## config.mk

```make
export PLATFORM = sky130hd
export DESIGN_NAME = dcpu16_arb
export DESIGN_NICKNAME = d
export VERILOG_FILES = /design/src/rtl/dcpu16_arb_pkg.sv /design/src/rtl/dcpu16_arb_rr.sv /design/src/rtl/dcpu16_arb.sv
export SDC_FILE = /design/constraint.sdc
export NUM_CORES = 1
export LEC_CHECK = 0
export BUFFER_PORTS_ARGS = -buffer_cell sky130_fd_sc_hd__buf_2
export CAP_MARGIN = 20
export CORE_AREA = 2 2 80 82
export CTS_CLUSTER_DIAMETER = 120
export DETAILED_ROUTE_END_ITERATION = 8
export DIE_AREA = 0 0 82 84
export GPL_ROUTABILITY_DRIVEN = 1
export GPL_TIMING_DRIVEN = 0
export MAX_ROUTING_LAYER = met4
export PLACE_DENSITY_LB_ADDON = 0.05
export SLEW_MARGIN = 10
export SYNTH_ARGS = -nofsm -noshare
export SYNTH_HDL_FRONTEND = slang
export SYNTH_SLANG_ARGS = --single-unit
```

## constraint.sdc

```tcl
create_clock -name clk -period 2.2 [get_ports clk]
set_clock_uncertainty 0.05 [all_clocks]
set_input_delay 0.11 -clock clk [delete_from_list [all_inputs] [get_ports clk]]
set_output_delay 0.11 -clock clk [all_outputs]
set_load 0.01 [all_outputs]
```

## src/rtl/dcpu16_arb_pkg.sv

```systemverilog
// rtl/dcpu16_arb_pkg.sv - shared encodings and defaults for the dcpu16 bus arbiter
//
// Purpose: owner and state encodings used by the arbiter top and its
// round-robin picker, plus the default watchdog limit.
// Ports: none (package).
package dcpu16_arb_pkg;

  // Owner encoding doubles as the externally visible gnt value.
  typedef enum logic [1:0] {
    OWN_NONE = 2'd0,
    OWN_F    = 2'd1,
    OWN_G    = 2'd2,
    OWN_X    = 2'd3
  } owner_e;

  typedef enum logic {
    ST_IDLE = 1'b0,
    ST_BUSY = 1'b1
  } state_e;

  localparam int TMO_DEFAULT = 15;
  localparam int WDT_W       = 8;

endpackage

```

## src/rtl/dcpu16_arb_rr.sv

```systemverilog
// rtl/dcpu16_arb_rr.sv - combinational three-way round-robin picker
//
// Purpose: choose the next owner among f/g/x, searching in the order that
// starts just after the last owner.
// Ports:
//   i_req  [2:0] request vector, bit0 = f, bit1 = g, bit2 = x
//   i_last       last owner (OWN_NONE is treated like OWN_X)
//   o_next       picked owner, OWN_NONE when no request is present
module dcpu16_arb_rr
  import dcpu16_arb_pkg::*;
(
  input  logic [2:0] i_req,
  input  owner_e     i_last,
  output owner_e     o_next
);

  always_comb begin
    o_next = OWN_NONE;
    case (i_last)
      OWN_F: begin
        if      (i_req[1]) o_next = OWN_G;
        else if (i_req[2]) o_next = OWN_X;
        else if (i_req[0]) o_next = OWN_F;
      end
      OWN_G: begin
        if      (i_req[2]) o_next = OWN_X;
        else if (i_req[0]) o_next = OWN_F;
        else if (i_req[1]) o_next = OWN_G;
      end
      default: begin
        if      (i_req[0]) o_next = OWN_F;
        else if (i_req[1]) o_next = OWN_G;
        else if (i_req[2]) o_next = OWN_X;
      end
    endcase
  end

endmodule

```

## src/rtl/dcpu16_arb.sv

```systemverilog
// rtl/dcpu16_arb.sv - round-robin arbiter sharing one memory slave among f, g and x buses
//
// Purpose: grant one stb/wre/adr/dat/ack transaction at a time to the CPU
// fetch bus (f), CPU data bus (g) or external bus (x), with a watchdog that
// force-completes transactions the slave never acknowledges.
// Ports:
//   clk, rst                  clock, asynchronous active-low reset
//   {f,g,x}_stb/wre/adr/dto   requester strobe, write enable, address, write data
//   {f,g,x}_dti/ack           read data and done pulse back to requesters
//   m_stb/wre/adr/dto         slave request side
//   m_dti/ack                 slave read data and acknowledge
//   err                       one-cycle watchdog-fired pulse
//   gnt                       current owner (0 none, 1 f, 2 g, 3 x)
module dcpu16_arb
  import dcpu16_arb_pkg::*;
#(
  parameter int AW  = 16,
  parameter int DW  = 16,
  parameter int TMO = TMO_DEFAULT
) (
  input  logic          clk,
  input  logic          rst,
  input  logic          f_stb,
  input  logic          f_wre,
  input  logic [AW-1:0] f_adr,
  input  logic [DW-1:0] f_dto,
  output logic [DW-1:0] f_dti,
  output logic          f_ack,
  input  logic          g_stb,
  input  logic          g_wre,
  input  logic [AW-1:0] g_adr,
  input  logic [DW-1:0] g_dto,
  output logic [DW-1:0] g_dti,
  output logic          g_ack,
  input  logic          x_stb,
  input  logic          x_wre,
  input  logic [AW-1:0] x_adr,
  input  logic [DW-1:0] x_dto,
  output logic [DW-1:0] x_dti,
  output logic          x_ack,
  output logic          m_stb,
  output logic          m_wre,
  output logic [AW-1:0] m_adr,
  output logic [DW-1:0] m_dto,
  input  logic [DW-1:0] m_dti,
  input  logic          m_ack,
  output logic          err,
  output logic [1:0]    gnt
);

  // Counter holds (cycles of m_stb so far); it expires in the TMO-th cycle.
  localparam logic [WDT_W-1:0] TMO_LIM = WDT_W'(TMO - 1);

  state_e             r_state, w_state_nxt;
  owner_e             r_gnt, w_gnt_nxt;
  owner_e             r_last, w_last_nxt;
  logic [WDT_W-1:0]   r_wdt, w_wdt_nxt;

  logic [2:0]         w_req;
  owner_e             w_pick;
  logic               w_busy;
  logic               w_own_stb;
  logic               w_own_wre;
  logic [AW-1:0]      w_own_adr;
  logic [DW-1:0]      w_own_dto;
  logic               w_expire;
  logic               w_ack_own;

  assign w_req  = {x_stb, g_stb, f_stb};
  assign w_busy = (r_state == ST_BUSY);

  dcpu16_arb_rr u_rr (
    .i_req  (w_req),
    .i_last (r_last),
    .o_next (w_pick)
  );

  // Owner-side request mux; r_gnt is OWN_NONE whenever the arbiter is idle.
  always_comb begin
    w_own_stb = 1'b0;
    w_own_wre = 1'b0;
    w_own_adr = '0;
    w_own_dto = '0;
    case (r_gnt)
      OWN_F: begin
        w_own_stb = f_stb; w_own_wre = f_wre; w_own_adr = f_adr; w_own_dto = f_dto;
      end
      OWN_G: begin
        w_own_stb = g_stb; w_own_wre = g_wre; w_own_adr = g_adr; w_own_dto = g_dto;
      end
      OWN_X: begin
        w_own_stb = x_stb; w_own_wre = x_wre; w_own_adr = x_adr; w_own_dto = x_dto;
      end
      default: ;
    endcase
  end

  // A slave ack landing in the expiry cycle wins: it is a normal completion.
  assign w_expire  = w_busy && w_own_stb && (r_wdt >= TMO_LIM) && !m_ack;
  assign w_ack_own = w_busy && (m_ack || w_expire);

  assign m_stb = w_busy && w_own_stb && !w_expire;
  assign m_wre = w_own_wre;
  assign m_adr = w_own_adr;
  assign m_dto = w_own_dto;

  assign f_ack = w_ack_own && (r_gnt == OWN_F);
  assign g_ack = w_ack_own && (r_gnt == OWN_G);
  assign x_ack = w_ack_own && (r_gnt == OWN_X);

  // Read data fans out to everyone; only a forced completion zeroes the owner's copy.
  assign f_dti = (w_expire && r_gnt == OWN_F) ? '0 : m_dti;
  assign g_dti = (w_expire && r_gnt == OWN_G) ? '0 : m_dti;
  assign x_dti = (w_expire && r_gnt == OWN_X) ? '0 : m_dti;

  assign err = w_expire;
  assign gnt = r_gnt;

  always_comb begin
    w_state_nxt = r_state;
    w_gnt_nxt   = r_gnt;
    w_last_nxt  = r_last;
    w_wdt_nxt   = r_wdt;
    case (r_state)
      ST_IDLE: begin
        if (|w_req) begin
          w_state_nxt = ST_BUSY;
          w_gnt_nxt   = w_pick;
          w_wdt_nxt   = '0;
        end
      end
      ST_BUSY: begin
        // Completion, forced completion and abort all release the bus the same way.
        if (m_ack || w_expire || !w_own_stb) begin
          w_state_nxt = ST_IDLE;
          w_last_nxt  = r_gnt;
          w_gnt_nxt   = OWN_NONE;
          w_wdt_nxt   = '0;
        end else if (r_wdt != {WDT_W{1'b1}}) begin
          w_wdt_nxt = r_wdt + 1'b1;
        end
      end
      default: begin
        w_state_nxt = ST_IDLE;
        w_gnt_nxt   = OWN_NONE;
      end
    endcase
  end

  always_ff @(posedge clk or negedge rst) begin
    if (!rst) begin
      r_state <= ST_IDLE;
      r_gnt   <= OWN_NONE;
      r_last  <= OWN_X;
      r_wdt   <= '0;
    end else begin
      r_state <= w_state_nxt;
      r_gnt   <= w_gnt_nxt;
      r_last  <= w_last_nxt;
      r_wdt   <= w_wdt_nxt;
    end
  end

endmodule

```

After elaboration in Yosys (flattened, before gate mapping):

Cells that the tools add are included.

* bits of input ports: 121
* output and inout bits: 88
* word-level logic and storage cells: 63
* bits in registers: 13

* equality and inequality tests: 9
* multiplexer cells: 27
* reduce and logical (&&, ||, !) cells: 20
* magnitude comparators: 1
* add/subtract/negate cells: 1
* bitwise operators: 1

Operator list (count)
* 16-bit one-hot mux with 3 select lines: 2
* 16-bit two-way mux: 3
* 8-bit two-way mux: 3
* 2-bit two-way mux: 10
* 8-bit one-hot mux with 2 select lines: 1
* 1-bit logical AND: 11
* 8-bit by 1-bit adder with 8-bit output (second input constant): 1
* 8-bit by 4-bit greater-or-equal comparator with 1-bit output (second input constant): 1
* 8-bit != test (second input constant): 1
* 2-bit one-hot mux with 2 select lines: 2
* 2-bit == test (second input constant): 3
* 1-bit one-hot mux with 3 select lines: 2
* 2-bit AND reduction: 3
* 2-bit by 1-bit == test with 1-bit output (second input constant): 2
* 1-bit zero test: 3
* 1-bit two-way mux: 3
* 3-bit by 1-bit != test with 1-bit output (second input constant): 1
* 3-bit OR reduction: 1
* 1-bit logical OR: 2
* 2-bit by 1-bit != test with 1-bit output (second input constant): 1
* 2-bit != test (second input constant): 1
* 1-bit one-hot mux with 2 select lines: 1
* 1-bit inverter: 1

Longest topological paths before layout:

* depth after elaboration: 9
* mapped depth: 7
* mapped depth without buffers: 6

By module:

Synthesis repeated with hierarchy kept, for this count alone.

* cell total of the unflattened synthesis: 211
* area, all modules: 1833.0 µm²

Modules (own cells, without submodules)
* dcpu16_arb: area an instance 1750.4 µm², instances 1, cells an instance 200, seq. area each 327.8 µm²
* dcpu16_arb_rr: area an instance 82.6 µm², instances 1, cells an instance 11, seq. area each 0.0 µm²

Least setup slack after synthesis:

Ideal clock, no wire load.

* path kind: register to output
* from: reg r_gnt[0], in the netlist gnt[0]
* to: out f_dti[10]
* required time: 2.040 ns
* stages on the path, launching flop included: 7
* data arrival time: 1.549 ns
* slack: 0.491 ns
* path through: dfrtp_1 buf_2 a21oi_1 a211oi_2 nand4_1 clkbuf_1 and2_1

* longest elaborated chain between the ends: 7
* elaborated cells between the ends (all ways): 9
* those cells by class: eq/ne (3); mux (2); reduce/logical (4)

RTL lines
* from (decl): line dcpu16_arb.sv:55 `owner_e r_gnt, w_gnt_nxt;`
* from (signal assigned): line dcpu16_arb.sv:158 `r_gnt <= w_gnt_nxt;`
* 2-bit == test or 2-bit by 1-bit == test with 1-bit output (tied branches): line dcpu16_arb.sv:84, dcpu16_arb.sv:112
* 1-bit one-hot mux with 3 select lines: line dcpu16_arb.sv:84 `case (r_gnt)`
* 1-bit logical AND (3 in a row): line dcpu16_arb.sv:99 `assign w_expire = w_busy && w_own_stb && (r_wdt >= TMO_LIM) && !m_ack;`
* 1-bit logical AND (*): line dcpu16_arb.sv:112 `assign f_dti = (w_expire && r_gnt == OWN_F) ? '0 : m_dti;`
* 16-bit two-way mux (*): line dcpu16_arb.sv:112
* to (decl): line dcpu16_arb.sv:27 `output logic [DW-1:0] f_dti,`

Every way passes the cells marked *; elsewhere a longest branch is shown, timed or not.

Final worst setup path:

* from: reg r_gnt[1], in the netlist gnt[1]
* to: out g_dti[10]

* longest elaborated chain between the ends: 7
* elaborated cells between the ends (all ways): 9
* those cells by class: eq/ne (3); mux (2); reduce/logical (4)

RTL lines
* 2-bit == test (tied with other cells): line dcpu16_arb.sv:84
* 1-bit one-hot mux with 3 select lines: line dcpu16_arb.sv:84
* 1-bit logical AND (3 in a row): line dcpu16_arb.sv:99
* 1-bit logical AND (*): line dcpu16_arb.sv:113 `assign g_dti = (w_expire && r_gnt == OWN_G) ? '0 : m_dti;`
* 16-bit two-way mux (*): line dcpu16_arb.sv:113
* to (decl): line dcpu16_arb.sv:33 `output logic [DW-1:0] g_dti,`

Marks and branches as above.

==> results_dict.tcl <==
set metrics [dict create \
    cts_made_buffers 3 \
    antenna_found_initial 0 \
    syn_inst 244 \
    nFillCells 626 \
    cts_buffer_depth 2 \
    grt_start_max_net_pins 17 \
    clk_pin_slew_ps 60 \
    hold_path.class "in2reg" \
    synth.distinct_cells 35 \
    p_leak_nw 1.66 \
    rows 29 \
    syn_area_per_cell_um2 7.21 \
    holdPathStages 3 \
    cpPeakStageDelay_ps 430 \
    cts_htree_levels 1 \
    cp-end-kind "output pin" \
    nNetsFinal 586 \
    diodes 0 \
    grt_pass1_wl_um 11000 \
    crit_slowest_cell "dfrtp_1" \
    worstHoldEndpoint "r_state$_DFF_PN0_" \
    finalCritPeriodShare_pct 98.2 \
    setup_violations 0 \
    die_y_um 84 \
    synth.net_count 369 \
    ant_nets 0 \
    wire_per_inst_um 13.8 \
    layout_commonest_cell "buf_2" \
    max_freq_ghz 0.463 \
    vias 2535 \
    wl_um 7400 \
    synth_top_area_share_pct 20.5 \
    start_kind "register" \
    ys_warn_count 0 \
    drt_iter0_drc 69 \
    start_util_pct 28.9 \
    first_pass_iters 4 \
    hold_violations 0 \
    r2r_start "r_wdt[0]$_DFFE_PN0P_" \
    netlist_area_um2 1760 \
    grt.met2_usage_pct 39.0 \
    tritoncts "done" \
    use_met1_pct 22.6 \
    grt-busiest-layer "met2" \
    overflow 0 \
    syn2layout_area_growth_pct 76.9 \
    dp_hpwl_um 6150 \
    hold_ws_ps 126 \
    report.final.slew_viol_count 0 \
    clockRootBuffer "clkbuf_8" \
    drc 0 \
    arrival_ps 2000 \
    grt_pass1_vias 2403 \
    ys_top_cells_by_area "mux2i_1 20%, and2_1 18%, dfrtp_1 16%" \
    tightest_slew_ps 494 \
    holdCritStartpoint "f_stb" \
    vdd_ir_drop_max_uv 337 \
    die_w_um 82 \
    synth_top_area_cell "mux2i_1" \
    clock-sinks 13 \
    seq_area_frac_synth_pct 18.6 \
    grt_use_total_pct 20.8 \
    globalplace.congestion 0.806 \
    drv_cap 0 \
    worstPathRequired_ps 2040 \
    crit_chain "mux2i_1 -> a211oi_2 -> nand3_2 -> and2_1 -> buf_2" \
    status "complete, no violations" \
    critPathKind "reg2out" \
    rsz0062_at_grt "true" \
    relSlewSlack_pct 66.2 \
    period_needed_ps 2160 \
    core_area_um2 6100 \
    final_cell_mix "202 x buf_2, 41 x nand2_1, 40 x and2_1" \
    layout-drive-gt1-share_pct 53.7 \
    worstRegToRegCells 6 \
    clock_latency_ps 250 \
    io_pins 209 \
    synth_seq_cells 13 \
    portBuffers 208 \
    detail_route.vias_per_cell 4.72 \
    met3_usage_pct 2.92 \
    finalPower_mw 2.07 \
    reg2reg_to "r_last[1]$_DFFE_PN1P_" \
    ff2ff_setup_slack_ps 370 \
    p_per_area_nw_per_um2 666 \
    path_max_fanout 16 \
    die_area_um2 6890 \
]
-- synth_stat cells --
cell type and n:
o311ai_0 1, o31ai_1 1, dfrtp_1 11, nand4_1 2
dfstp_2 2, and2_1 52, clkinv_1 1, or3_4 1
a32oi_1 1, nand3_1 2, nor3_1 1, a211oi_2 1
o21ai_0 34, nand2_1 41, a21oi_1 3, mux2i_1 36
o211ai_1 2, a21o_1 4, o31ai_2 1, nor2_2 1
inv_1 6, buf_2 5, a211o_1 1, ha_1 4
nor4_1 5, o21ai_1 3, or3_1 1, a2111oi_0 1
nor2b_1 2, a211oi_1 1, o22ai_1 1, nand2b_1 2
clkbuf_1 10, nor2_1 3, nand3b_1 1
-- routing by layer --
layer / vias to the layer above / wire [um]
met1: 1128 / 2830
met5: - / 0
met2: 123 / 3970
met4: 0 / 81
li1: 1276 / -
met3: 8 / 524
-- worst max-delay path: cells and delay by family (launching register included) --
kind	cells	cell delay [ps]
AOI/OAI and AO/OA	1	400
and+or+nand+nor	2	600
muxes	1	190
DFF	1	430
buffers and inverters	1	130
-- repair_timing --
item	in CTS	in global routing
endpoints found under the hold margin	13	0
endpoints found under the setup margin	78	69
gates resized for setup	7	38
pin swaps	3	5
hold buffers	1	0
buffers inserted	2	2
-- cell families after synthesis --
logic type,share of synthesized area (%)
AND/OR/NAND/NOR,34.4
flip-flops,18.6
multiplexers,20.5
adder cells (fa/ha/maj),2.85
buffers and inverters,5.05
AO/OA/AOI/OAI,18.6
-- power by group --
group | internal [mW] | leakage, nW | total (mW) | switching, mW
Clock | 0.128 | 0.0228 | 0.219 | 0.0908
Sequential | 0.291 | 0.170 | 0.330 | 0.0390
Combinational | 0.669 | 1.47 | 1.52 | 0.855
-- layout make-up --
class	instances	area [um2]	share of cell area (%)
multi-input cells	209	1390	44.8
repair buffers	213	1140	36.8
flip-flops and latches	13	328	10.5
well taps	77	96.3	3.10
plain buffers	14	78.8	2.53
clock buffers	4	45.0	1.45
inverters	7	26.3	0.844
-- how the worst max path moves through the flow --
stage,from,endpoint,cells after the start
floorplan,gnt[0]$_DFFE_PN0P_,f_dti[10],6
global placement,gnt[1]$_DFFE_PN0P_,g_dti[6],7
detailed placement,gnt[1]$_DFFE_PN0P_,g_dti[10],7
CTS,gnt[1]$_DFFE_PN0P_,m_dto[5],7
global route,r_wdt[0]$_DFFE_PN0P_,f_dti[11],8
finish,gnt[1]$_DFFE_PN0P_,g_dti[10],5
-- state kept, by name, summed over array words and instances (netlist names) --
signal,flops
r_last,2
r_state,1
r_wdt,8
gnt,2
-- per-stage QoR --
step | cells | TNS, ps | util (%) | cell area (um2) | worst slack (ps)
after floorplan | 244 | 0 | - | 1760 | 491
after global placement | 529 | -646 | 47.5 | 2900 | -69.0
after detailed placement | 529 | -605 | 47.5 | 2900 | -73.1
after CTS | 535 | 0 | 48.9 | 2980 | 31.9
after global routing | 537 | -953 | 51.0 | 3110 | -39.8
final | 537 | 0 | 51.0 | 3110 | 40.3
No activity file was read; power rests on OpenSTA's default activity.
